--- src/rtl/bnn_xnor_pe_array_if.sv ---
// Handshake and data bundle for the XNOR-popcount PE array.
// The master drives beats and result-ready; the slave (the PE) drives everything else.
interface bnn_xnor_pe_array_if #(
  parameter int unsigned WORD_SIZE = 64,
  parameter int unsigned LANES     = 4,
  parameter int unsigned ACC_W     = 16
);
  logic                       in_valid;
  logic                       in_ready;
  logic                       in_first;
  logic                       in_last;
  logic [WORD_SIZE-1:0]       activation_in;
  logic [WORD_SIZE-1:0]       mask_in;
  logic [LANES*WORD_SIZE-1:0] weight_in;
  logic [WORD_SIZE-1:0]       act_out;
  logic                       act_out_valid;
  logic                       out_valid;
  logic                       out_ready;
  logic [LANES*ACC_W-1:0]     out_sum;
  logic [LANES-1:0]           out_ovf;
  logic [LANES*ACC_W-1:0]     thresh_in;
  logic [LANES-1:0]           out_bit;

  modport master (
    output in_valid, in_first, in_last, activation_in, mask_in, weight_in,
    output out_ready, thresh_in,
    input  in_ready, act_out, act_out_valid, out_valid, out_sum, out_ovf, out_bit
  );

  modport slave (
    input  in_valid, in_first, in_last, activation_in, mask_in, weight_in,
    input  out_ready, thresh_in,
    output in_ready, act_out, act_out_valid, out_valid, out_sum, out_ovf, out_bit
  );
endinterface

--- src/rtl/bnn_xnor_pe_array.sv ---
// Multi-lane XNOR-popcount PE: framed, saturating per-lane dot products with a systolic activation tap.
// Optional threshold binarisation of the result is enabled by defining BNN_PE_THRESHOLD_EN.
module bnn_xnor_pe_array #(
  parameter int unsigned WORD_SIZE = 64,
  parameter int unsigned LANES     = 4,
  parameter int unsigned ACC_W     = 16
) (
  input logic                clk,
  input logic                reset,
  bnn_xnor_pe_array_if.slave bus
);
  localparam int unsigned PCW  = $clog2(WORD_SIZE + 1);
  localparam int unsigned SUMW = ACC_W + 1;

  function automatic logic [PCW-1:0] popcount(input logic [WORD_SIZE-1:0] v);
    logic [PCW-1:0] c;
    c = '0;
    for (int unsigned b = 0; b < WORD_SIZE; b++) c = c + PCW'(v[b]);
    return c;
  endfunction

  logic                       stall_c;
  logic                       accept_c;
  logic                       s2_fire_c;
  logic [LANES-1:0][PCW-1:0]  pc_d;
  logic [LANES-1:0][SUMW-1:0] wide_c;
  logic [LANES-1:0][ACC_W-1:0] sum_c;
  logic [LANES-1:0]           ovf_c;

  logic                        s1_valid_q;
  logic                        first_q;
  logic                        last_q;
  logic [LANES-1:0][PCW-1:0]   pc_q;
  logic [LANES-1:0][ACC_W-1:0] acc_q;
  logic [LANES-1:0]            ovf_q;
  logic [WORD_SIZE-1:0]        act_out_q;
  logic                        act_out_valid_q;
  logic                        out_valid_q;
  logic [LANES-1:0][ACC_W-1:0] out_sum_q;
  logic [LANES-1:0]            out_ovf_q;

  // A held result freezes the whole pipeline so no beat is dropped.
  assign stall_c   = out_valid_q & ~bus.out_ready;
  assign accept_c  = bus.in_valid & ~stall_c;
  assign s2_fire_c = s1_valid_q & ~stall_c;

  assign bus.in_ready      = ~stall_c;
  assign bus.act_out       = act_out_q;
  assign bus.act_out_valid = act_out_valid_q;
  assign bus.out_valid     = out_valid_q;
  assign bus.out_sum       = out_sum_q;
  assign bus.out_ovf       = out_ovf_q;

  always_comb begin
    pc_d = '0;
    for (int unsigned i = 0; i < LANES; i++) begin
      pc_d[i] = popcount(~(bus.weight_in[i*WORD_SIZE +: WORD_SIZE] ^ bus.activation_in)
                         & bus.mask_in);
    end
  end

  // A first beat restarts the lane from zero, discarding any open partial sum.
  always_comb begin
    wide_c = '0;
    sum_c  = '0;
    ovf_c  = '0;
    for (int unsigned i = 0; i < LANES; i++) begin
      wide_c[i] = SUMW'(first_q ? '0 : acc_q[i]) + SUMW'(pc_q[i]);
      sum_c[i]  = wide_c[i][ACC_W] ? '1 : wide_c[i][ACC_W-1:0];
      ovf_c[i]  = (~first_q & ovf_q[i]) | wide_c[i][ACC_W];
    end
  end

`ifdef BNN_PE_THRESHOLD_EN
  logic [LANES-1:0] thr_c;
  logic [LANES-1:0] out_bit_q;

  always_comb begin
    thr_c = '0;
    for (int unsigned i = 0; i < LANES; i++) begin
      thr_c[i] = sum_c[i] >= bus.thresh_in[i*ACC_W +: ACC_W];
    end
  end

  assign bus.out_bit = out_bit_q;
`else
  logic unused_thresh;
  assign unused_thresh = ^bus.thresh_in;
  assign bus.out_bit   = '0;
`endif

  always_ff @(posedge clk or posedge reset) begin
    if (reset) begin
      s1_valid_q      <= 1'b0;
      first_q         <= 1'b0;
      last_q          <= 1'b0;
      pc_q            <= '0;
      acc_q           <= '0;
      ovf_q           <= '0;
      act_out_q       <= '0;
      act_out_valid_q <= 1'b0;
      out_valid_q     <= 1'b0;
      out_sum_q       <= '0;
      out_ovf_q       <= '0;
`ifdef BNN_PE_THRESHOLD_EN
      out_bit_q       <= '0;
`endif
    end else begin
      act_out_valid_q <= accept_c;
      if (accept_c) act_out_q <= bus.activation_in;

      if (!stall_c) begin
        s1_valid_q <= accept_c;
        if (accept_c) begin
          first_q <= bus.in_first;
          last_q  <= bus.in_last;
          pc_q    <= pc_d;
        end
      end

      if (s2_fire_c) begin
        if (last_q) begin
          acc_q <= '0;
          ovf_q <= '0;
        end else begin
          acc_q <= sum_c;
          ovf_q <= ovf_c;
        end
      end

      // Loading a new result takes priority over retiring the old one (no bubble).
      if (s2_fire_c && last_q) begin
        out_valid_q <= 1'b1;
        out_sum_q   <= sum_c;
        out_ovf_q   <= ovf_c;
`ifdef BNN_PE_THRESHOLD_EN
        out_bit_q   <= thr_c;
`endif
      end else if (out_valid_q && bus.out_ready) begin
        out_valid_q <= 1'b0;
        out_sum_q   <= '0;
        out_ovf_q   <= '0;
`ifdef BNN_PE_THRESHOLD_EN
        out_bit_q   <= '0;
`endif
      end
    end
  end
endmodule
--- src/flat_wrapper.sv ---
// flat-port wrapper written by rule: the top's interface ports become plain ports
module bnn_xnor_pe_array_flat 
#(
  parameter int unsigned WORD_SIZE = 64,
  parameter int unsigned LANES     = 4,
  parameter int unsigned ACC_W     = 16
)
  (clk, reset, bus_in_valid, bus_in_first, bus_in_last, bus_activation_in, bus_mask_in, bus_weight_in, bus_out_ready, bus_thresh_in, bus_in_ready, bus_act_out, bus_act_out_valid, bus_out_valid, bus_out_sum, bus_out_ovf, bus_out_bit);
  bnn_xnor_pe_array_if #(.WORD_SIZE(WORD_SIZE), .LANES(LANES), .ACC_W(ACC_W)) bus_i ();
  input logic clk;
  input logic reset;
  input wire logic [$bits(bus_i.in_valid)-1:0] bus_in_valid;
  input wire logic [$bits(bus_i.in_first)-1:0] bus_in_first;
  input wire logic [$bits(bus_i.in_last)-1:0] bus_in_last;
  input wire logic [$bits(bus_i.activation_in)-1:0] bus_activation_in;
  input wire logic [$bits(bus_i.mask_in)-1:0] bus_mask_in;
  input wire logic [$bits(bus_i.weight_in)-1:0] bus_weight_in;
  input wire logic [$bits(bus_i.out_ready)-1:0] bus_out_ready;
  input wire logic [$bits(bus_i.thresh_in)-1:0] bus_thresh_in;
  output wire logic [$bits(bus_i.in_ready)-1:0] bus_in_ready;
  output wire logic [$bits(bus_i.act_out)-1:0] bus_act_out;
  output wire logic [$bits(bus_i.act_out_valid)-1:0] bus_act_out_valid;
  output wire logic [$bits(bus_i.out_valid)-1:0] bus_out_valid;
  output wire logic [$bits(bus_i.out_sum)-1:0] bus_out_sum;
  output wire logic [$bits(bus_i.out_ovf)-1:0] bus_out_ovf;
  output wire logic [$bits(bus_i.out_bit)-1:0] bus_out_bit;
  assign bus_i.in_valid = bus_in_valid;
  assign bus_i.in_first = bus_in_first;
  assign bus_i.in_last = bus_in_last;
  assign bus_i.activation_in = bus_activation_in;
  assign bus_i.mask_in = bus_mask_in;
  assign bus_i.weight_in = bus_weight_in;
  assign bus_i.out_ready = bus_out_ready;
  assign bus_i.thresh_in = bus_thresh_in;
  assign bus_in_ready = bus_i.in_ready;
  assign bus_act_out = bus_i.act_out;
  assign bus_act_out_valid = bus_i.act_out_valid;
  assign bus_out_valid = bus_i.out_valid;
  assign bus_out_sum = bus_i.out_sum;
  assign bus_out_ovf = bus_i.out_ovf;
  assign bus_out_bit = bus_i.out_bit;
  bnn_xnor_pe_array #(.WORD_SIZE(WORD_SIZE), .LANES(LANES), .ACC_W(ACC_W)) u_core (.clk(clk), .reset(reset), .bus(bus_i));
endmodule
--- config.mk ---
export PLATFORM = sky130hd
export DESIGN_NAME = bnn_xnor_pe_array_flat
export DESIGN_NICKNAME = d
export VERILOG_FILES = /design/src/rtl/bnn_xnor_pe_array_if.sv /design/src/rtl/bnn_xnor_pe_array.sv /design/src/flat_wrapper.sv
export SDC_FILE = /design/constraint.sdc
export NUM_CORES = 1
export LEC_CHECK = 0
export BUFFER_PORTS_ARGS = -buffer_cell sky130_fd_sc_hd__buf_2
export CAP_MARGIN = 20
export CORE_MARGIN = 10
export CORE_UTILIZATION = 35
export CTS_CLUSTER_DIAMETER = 60
export CTS_CLUSTER_SIZE = 30
export DETAILED_ROUTE_END_ITERATION = 12
export HOLD_SLACK_MARGIN = 0.12
export SYNTH_ARGS = -nofsm -noshare
export SYNTH_HDL_FRONTEND = slang
export SYNTH_SLANG_ARGS = --single-unit
--- constraint.sdc ---
create_clock -name clk -period 12.3 [get_ports clk]
set_input_delay 1.845 -clock clk [delete_from_list [all_inputs] [get_ports clk]]
set_output_delay 1.845 -clock clk [all_outputs]
set_load 0.02 [all_outputs]
==> metrics.txt <==
# TYPE chip_impl_metric gauge
chip_impl_metric{name="first_iter_violations",unit=""} 1012
chip_impl_metric{name="cts.htree.levels",unit=""} 1
chip_impl_info{name="path_common_cell",value="sky130_fd_sc_hd__fa_1"} 1
chip_impl_info{name="critical-path-top-delay-family",value="adder cells"} 1
chip_impl_metric{name="fmax",unit="MHz"} 127
chip_impl_metric{name="weighted_congestion_at_the_end_of_routability_driven_global_placement",unit=""} 0.922
chip_impl_metric{name="worstSkewPairLatency",unit="ns"} 0.58
chip_impl_metric{name="critPathMaxStageDelay",unit="ns"} 0.60
chip_impl_metric{name="fin_skew",unit="ns"} 0.0213
chip_impl_metric{name="cts.repair_timing.setup_buffer_count",unit=""} 0
chip_impl_metric{name="post-layout-total-power",unit="mW"} 8.81
chip_impl_metric{name="areaGrowthSynthToFinish",unit="%"} 19.7
chip_impl_metric{name="num_io_pins",unit=""} 593
chip_impl_info{name="crit_path_top_delay_cell",value="sky130_fd_sc_hd__fa_1"} 1
chip_impl_metric{name="floorplan.die.width",unit="um"} 268
chip_impl_info{name="main_combinational_cell_family_by_area_after_synthesis",value="adder cells"} 1
chip_impl_metric{name="overflow",unit=""} 0
chip_impl_metric{name="netlist_instances",unit=""} 2391
chip_impl_metric{name="grt_start_max_net_pins",unit=""} 94
chip_impl_metric{name="cts.repair.resized",unit=""} 0
chip_impl_metric{name="final-max-slew-violation-count",unit=""} 0
chip_impl_metric{name="track_usage",unit=""} 0.211
chip_impl_metric{name="yosys.cell_types.count",unit=""} 69
chip_impl_info{name="grt_setup_unrepaired",value="false"} 1
chip_impl_metric{name="cts_buffer_depth",unit=""} 3
chip_impl_metric{name="finalSetupViolCount",unit=""} 0
chip_impl_metric{name="crit_required",unit="ns"} 12.75
chip_impl_metric{name="pre_cts_ws",unit="ns"} 3.82
chip_impl_metric{name="avgRoutedWirePerCell",unit="um"} 21.1
chip_impl_metric{name="yosys_warnings",unit=""} 0
chip_impl_metric{name="post_synth_mux_area_share",unit=""} 0.00901
chip_impl_metric{name="avgViaCountPerCell",unit=""} 4.75
chip_impl_metric{name="clock_sinks",unit=""} 233
chip_impl_metric{name="synth_fa_ha_area_frac",unit=""} 0.258
chip_impl_metric{name="drt_drc_violations_left",unit=""} 0
chip_impl_metric{name="synth-async-reset-ratio",unit=""} 1.00
chip_impl_metric{name="coreArea",unit="sq um"} 60600
chip_impl_info{name="cts_tree",value="yes"} 1
chip_impl_metric{name="avgSynthCellArea",unit="sq um"} 9.00
chip_impl_metric{name="final_min_period_over_clock_period",unit=""} 0.640
chip_impl_info{name="startpoint_type",value="input pin"} 1
chip_impl_metric{name="hold_violation_total_from_the_final_report",unit=""} 0
chip_impl_info{name="cts_root_buf",value="sky130_fd_sc_hd__clkbuf_16"} 1
chip_impl_info{name="worst_hold_path_type",value="flip-flop to flip-flop"} 1
chip_impl_metric{name="synth_edf_count",unit=""} 0
chip_impl_metric{name="vdd.ir_drop.worst",unit="mV"} 0.510
chip_impl_metric{name="rows",unit=""} 90
chip_impl_metric{name="antenna_found_initial",unit=""} 31
chip_impl_metric{name="drt_wl_total",unit="um"} 76700
chip_impl_metric{name="die_y",unit="um"} 268
chip_impl_metric{name="finalNetCount",unit=""} 3591
chip_impl_metric{name="numPortBuffers",unit=""} 524
chip_impl_metric{name="count_of_buffering_cells_on_the_critical_path_with_inverters_included",unit=""} 8
chip_impl_metric{name="synth_xor_xnor_area_share",unit=""} 0.124
chip_impl_metric{name="setup_slack",unit="ns"} 4.43
chip_impl_metric{name="dpl.hpwl",unit="um"} 64900
chip_impl_metric{name="synth_compound_area_frac",unit=""} 0.0920
chip_impl_metric{name="cts.hold.buffers_added",unit=""} 0
chip_impl_metric{name="num-fill-cells",unit=""} 6172
chip_impl_metric{name="via_count",unit=""} 17300
chip_impl_metric{name="post_synth_instance_area",unit="sq um"} 21500
chip_impl_metric{name="ys_seq_elements",unit=""} 233
chip_impl_info{name="status",value="completed"} 1
chip_impl_metric{name="grt_first_pass_wirelength",unit="um"} 113000
chip_impl_metric{name="worst-slew-pin-transition",unit="ns"} 1.04
chip_impl_metric{name="postPlaceCellArea",unit="sq um"} 24700
chip_impl_metric{name="slew-limit-headroom",unit=""} 0.306
chip_impl_metric{name="floorplan.initialDensity",unit=""} 0.355
chip_impl_metric{name="synth.yosys.seq_area_share",unit=""} 0.271
chip_impl_metric{name="shortest_period_the_worst_path_allows",unit="ns"} 7.87
chip_impl_metric{name="drv.max_cap_violation_count",unit=""} 0
chip_impl_metric{name="tns",unit="ns"} 0
chip_impl_metric{name="final_design_area_no_fill",unit="sq um"} 25700
chip_impl_metric{name="cellLeakagePower",unit="nW"} 13.0
chip_impl_info{name="worstSetupEndpointType",value="flip-flop"} 1
chip_impl_metric{name="tritoncts.num_buffers",unit=""} 29
chip_impl_metric{name="clk_pin_slew_worst_paths",unit="ns"} 0.07
chip_impl_info{name="most_used_flip_flop_cell_after_synthesis",value="sky130_fd_sc_hd__dfrtp_1"} 1
chip_impl_info{name="path_class",value="input pin to flip-flop"} 1
chip_impl_metric{name="path_max_fanout",unit=""} 5
chip_impl_metric{name="final_layout_size_suffix_gt1_frac",unit=""} 0.215
chip_impl_metric{name="die_area",unit="sq um"} 71800
chip_impl_metric{name="power.density",unit="nW/um^2"} 342
chip_impl_metric{name="timing.critical_path.arrival",unit="ns"} 8.31
chip_impl_metric{name="synth_simple_gate_area_frac",unit=""} 0.180
chip_impl_metric{name="ant_nets",unit=""} 0
chip_impl_metric{name="first_pass_iters",unit=""} 6
chip_impl_metric{name="via_count_of_the_first_global_routing_pass",unit=""} 18200
## registers in the layout, indices dropped and copies added (netlist names)
register,count
u_core.bus.out_ovf,4
u_core.bus.out_valid,1
u_core.bus.act_out_valid,1
u_core.pc_q,28
u_core.s1_valid_q,1
u_core.acc_q,64
u_core.bus.out_sum,64
u_core.first_q,1
u_core.last_q,1
u_core.ovf_q,4
u_core.bus.act_out,64
## cell families (layout without fill, tap and decap cells)
group | count (synthesis) | after routing
AND/OR/NAND/NOR | 844 | 844
buffers and inverters | 371 | 823
adder cells (fa/ha/maj) | 312 | 312
AO/OA/AOI/OAI | 307 | 307
XOR/XNOR | 304 | 304
flip-flops | 233 | 233
multiplexers | 19 | 19
other | 1 | 17
## worst reg2reg max path, cell delays in order (launching register included)
cell and delay, ns:
sky130_fd_sc_hd__dfrtp_1 0.67, sky130_fd_sc_hd__buf_4 0.62, sky130_fd_sc_hd__nor2b_1 0.17, sky130_fd_sc_hd__ha_1 0.40
sky130_fd_sc_hd__a211oi_1 0.10, sky130_fd_sc_hd__o21ai_1 0.24, sky130_fd_sc_hd__a21oi_2 0.16, sky130_fd_sc_hd__nor3_2 0.82
sky130_fd_sc_hd__nor2_1 0.28, sky130_fd_sc_hd__o21ai_0 0.23
## final timing paths
kind	start	to	slack (ns)	depth (start not counted)
min reg2reg	u_core.bus.act_out[62]	u_core.bus.act_out[62]	0.47	2
max	bus_activation_in[46]	u_core.pc_q[20]	4.43	26
max reg2reg	u_core.first_q	u_core.acc_q[38]	8.53	9
min	u_core.bus.act_out[62]	u_core.bus.act_out[62]	0.47	2
min in group asynchronous	reset	u_core.bus.act_out[31]	1.38	2
max in group asynchronous	reset	u_core.bus.out_sum[47]	9.47	3
## power by group
part | switching, mW | internal, mW | total [mW]
Combinational | 3.83 | 3.02 | 6.85
Clock | 0.431 | 0.464 | 0.895
Sequential | 0.101 | 0.967 | 1.07
Total | 4.36 | 4.45 | 8.81
## area by class of cell
| type | instances | area (sq um) | area share |
|---|---|---|---|
| Multi-Input combinational cell | 1790 | 14300 | 0.556 |
| Sequential cell | 233 | 5830 | 0.226 |
| Timing Repair Buffer | 534 | 2700 | 0.105 |
| Tap cell | 782 | 978 | 0.0380 |
| Inverter | 237 | 898 | 0.0349 |
| Clock buffer | 29 | 726 | 0.0282 |
| Clock inverter | 23 | 275 | 0.0107 |
| Antenna cell | 13 | 32.5 | 0.00126 |
## cell usage in the layout, fill, tap and decap left out, types with 13 or more instances in the layout
cell type                   netlist  final
sky130_fd_sc_hd__buf_2            8    524
sky130_fd_sc_hd__nand2_1        500    497
sky130_fd_sc_hd__xnor2_1        293    293
sky130_fd_sc_hd__inv_1          236    235
sky130_fd_sc_hd__dfrtp_1        233    233
sky130_fd_sc_hd__fa_1           220    220
sky130_fd_sc_hd__and2_1         135    135
sky130_fd_sc_hd__o21ai_0        113    113
sky130_fd_sc_hd__ha_1            92     92
sky130_fd_sc_hd__nor2_1          66     66
sky130_fd_sc_hd__a21oi_1         57     56
sky130_fd_sc_hd__nor2b_1         49     48
sky130_fd_sc_hd__clkbuf_16        0     29
sky130_fd_sc_hd__nand3_1         23     23
sky130_fd_sc_hd__nor3_1          19     19
sky130_fd_sc_hd__a22o_1          16     16
sky130_fd_sc_hd__mux2i_1         16     16
sky130_fd_sc_hd__a21o_1          14     14
sky130_fd_sc_hd__diode_2          0     13
## per-stage QoR
stage          cells  hold WS (ns)   util
2_1_floorplan   2394         0.442      -
3_3_place_gp    3576         0.448  0.408
3_5_place_dp    3576         0.456  0.408
4_1_cts         3628         0.473  0.424
5_1_grt         3636         0.482  0.425
6_report        3641         0.468  0.425
## per-layer routing
| metal | wire, um | vias up | GRT usage |
|---|---|---|---|
| li1 | - | 8412 | - |
| met1 | 30500 | 8203 | 0.257 |
| met2 | 37600 | 550 | 0.364 |
| met3 | 6470 | 107 | 0.0580 |
| met4 | 1970 | 28 | 0.0528 |
| met5 | 182 | - | 0 |
## Yosys cell counts, drive strengths merged, types with 19 or more instances
library cell,count,area (sq um)
a21oi,59,303
and2,135,845
buf,19,104
clkbuf,115,432
dfrtp,233,5830
fa,220,4400
ha,92,1150
inv,237,890
nand2,502,1890
nand3,24,125
nor2,66,248
nor2b,49,307
nor3,23,148
o21ai,121,606
xnor2,293,2570
Power figures use the tool's default switching activity.
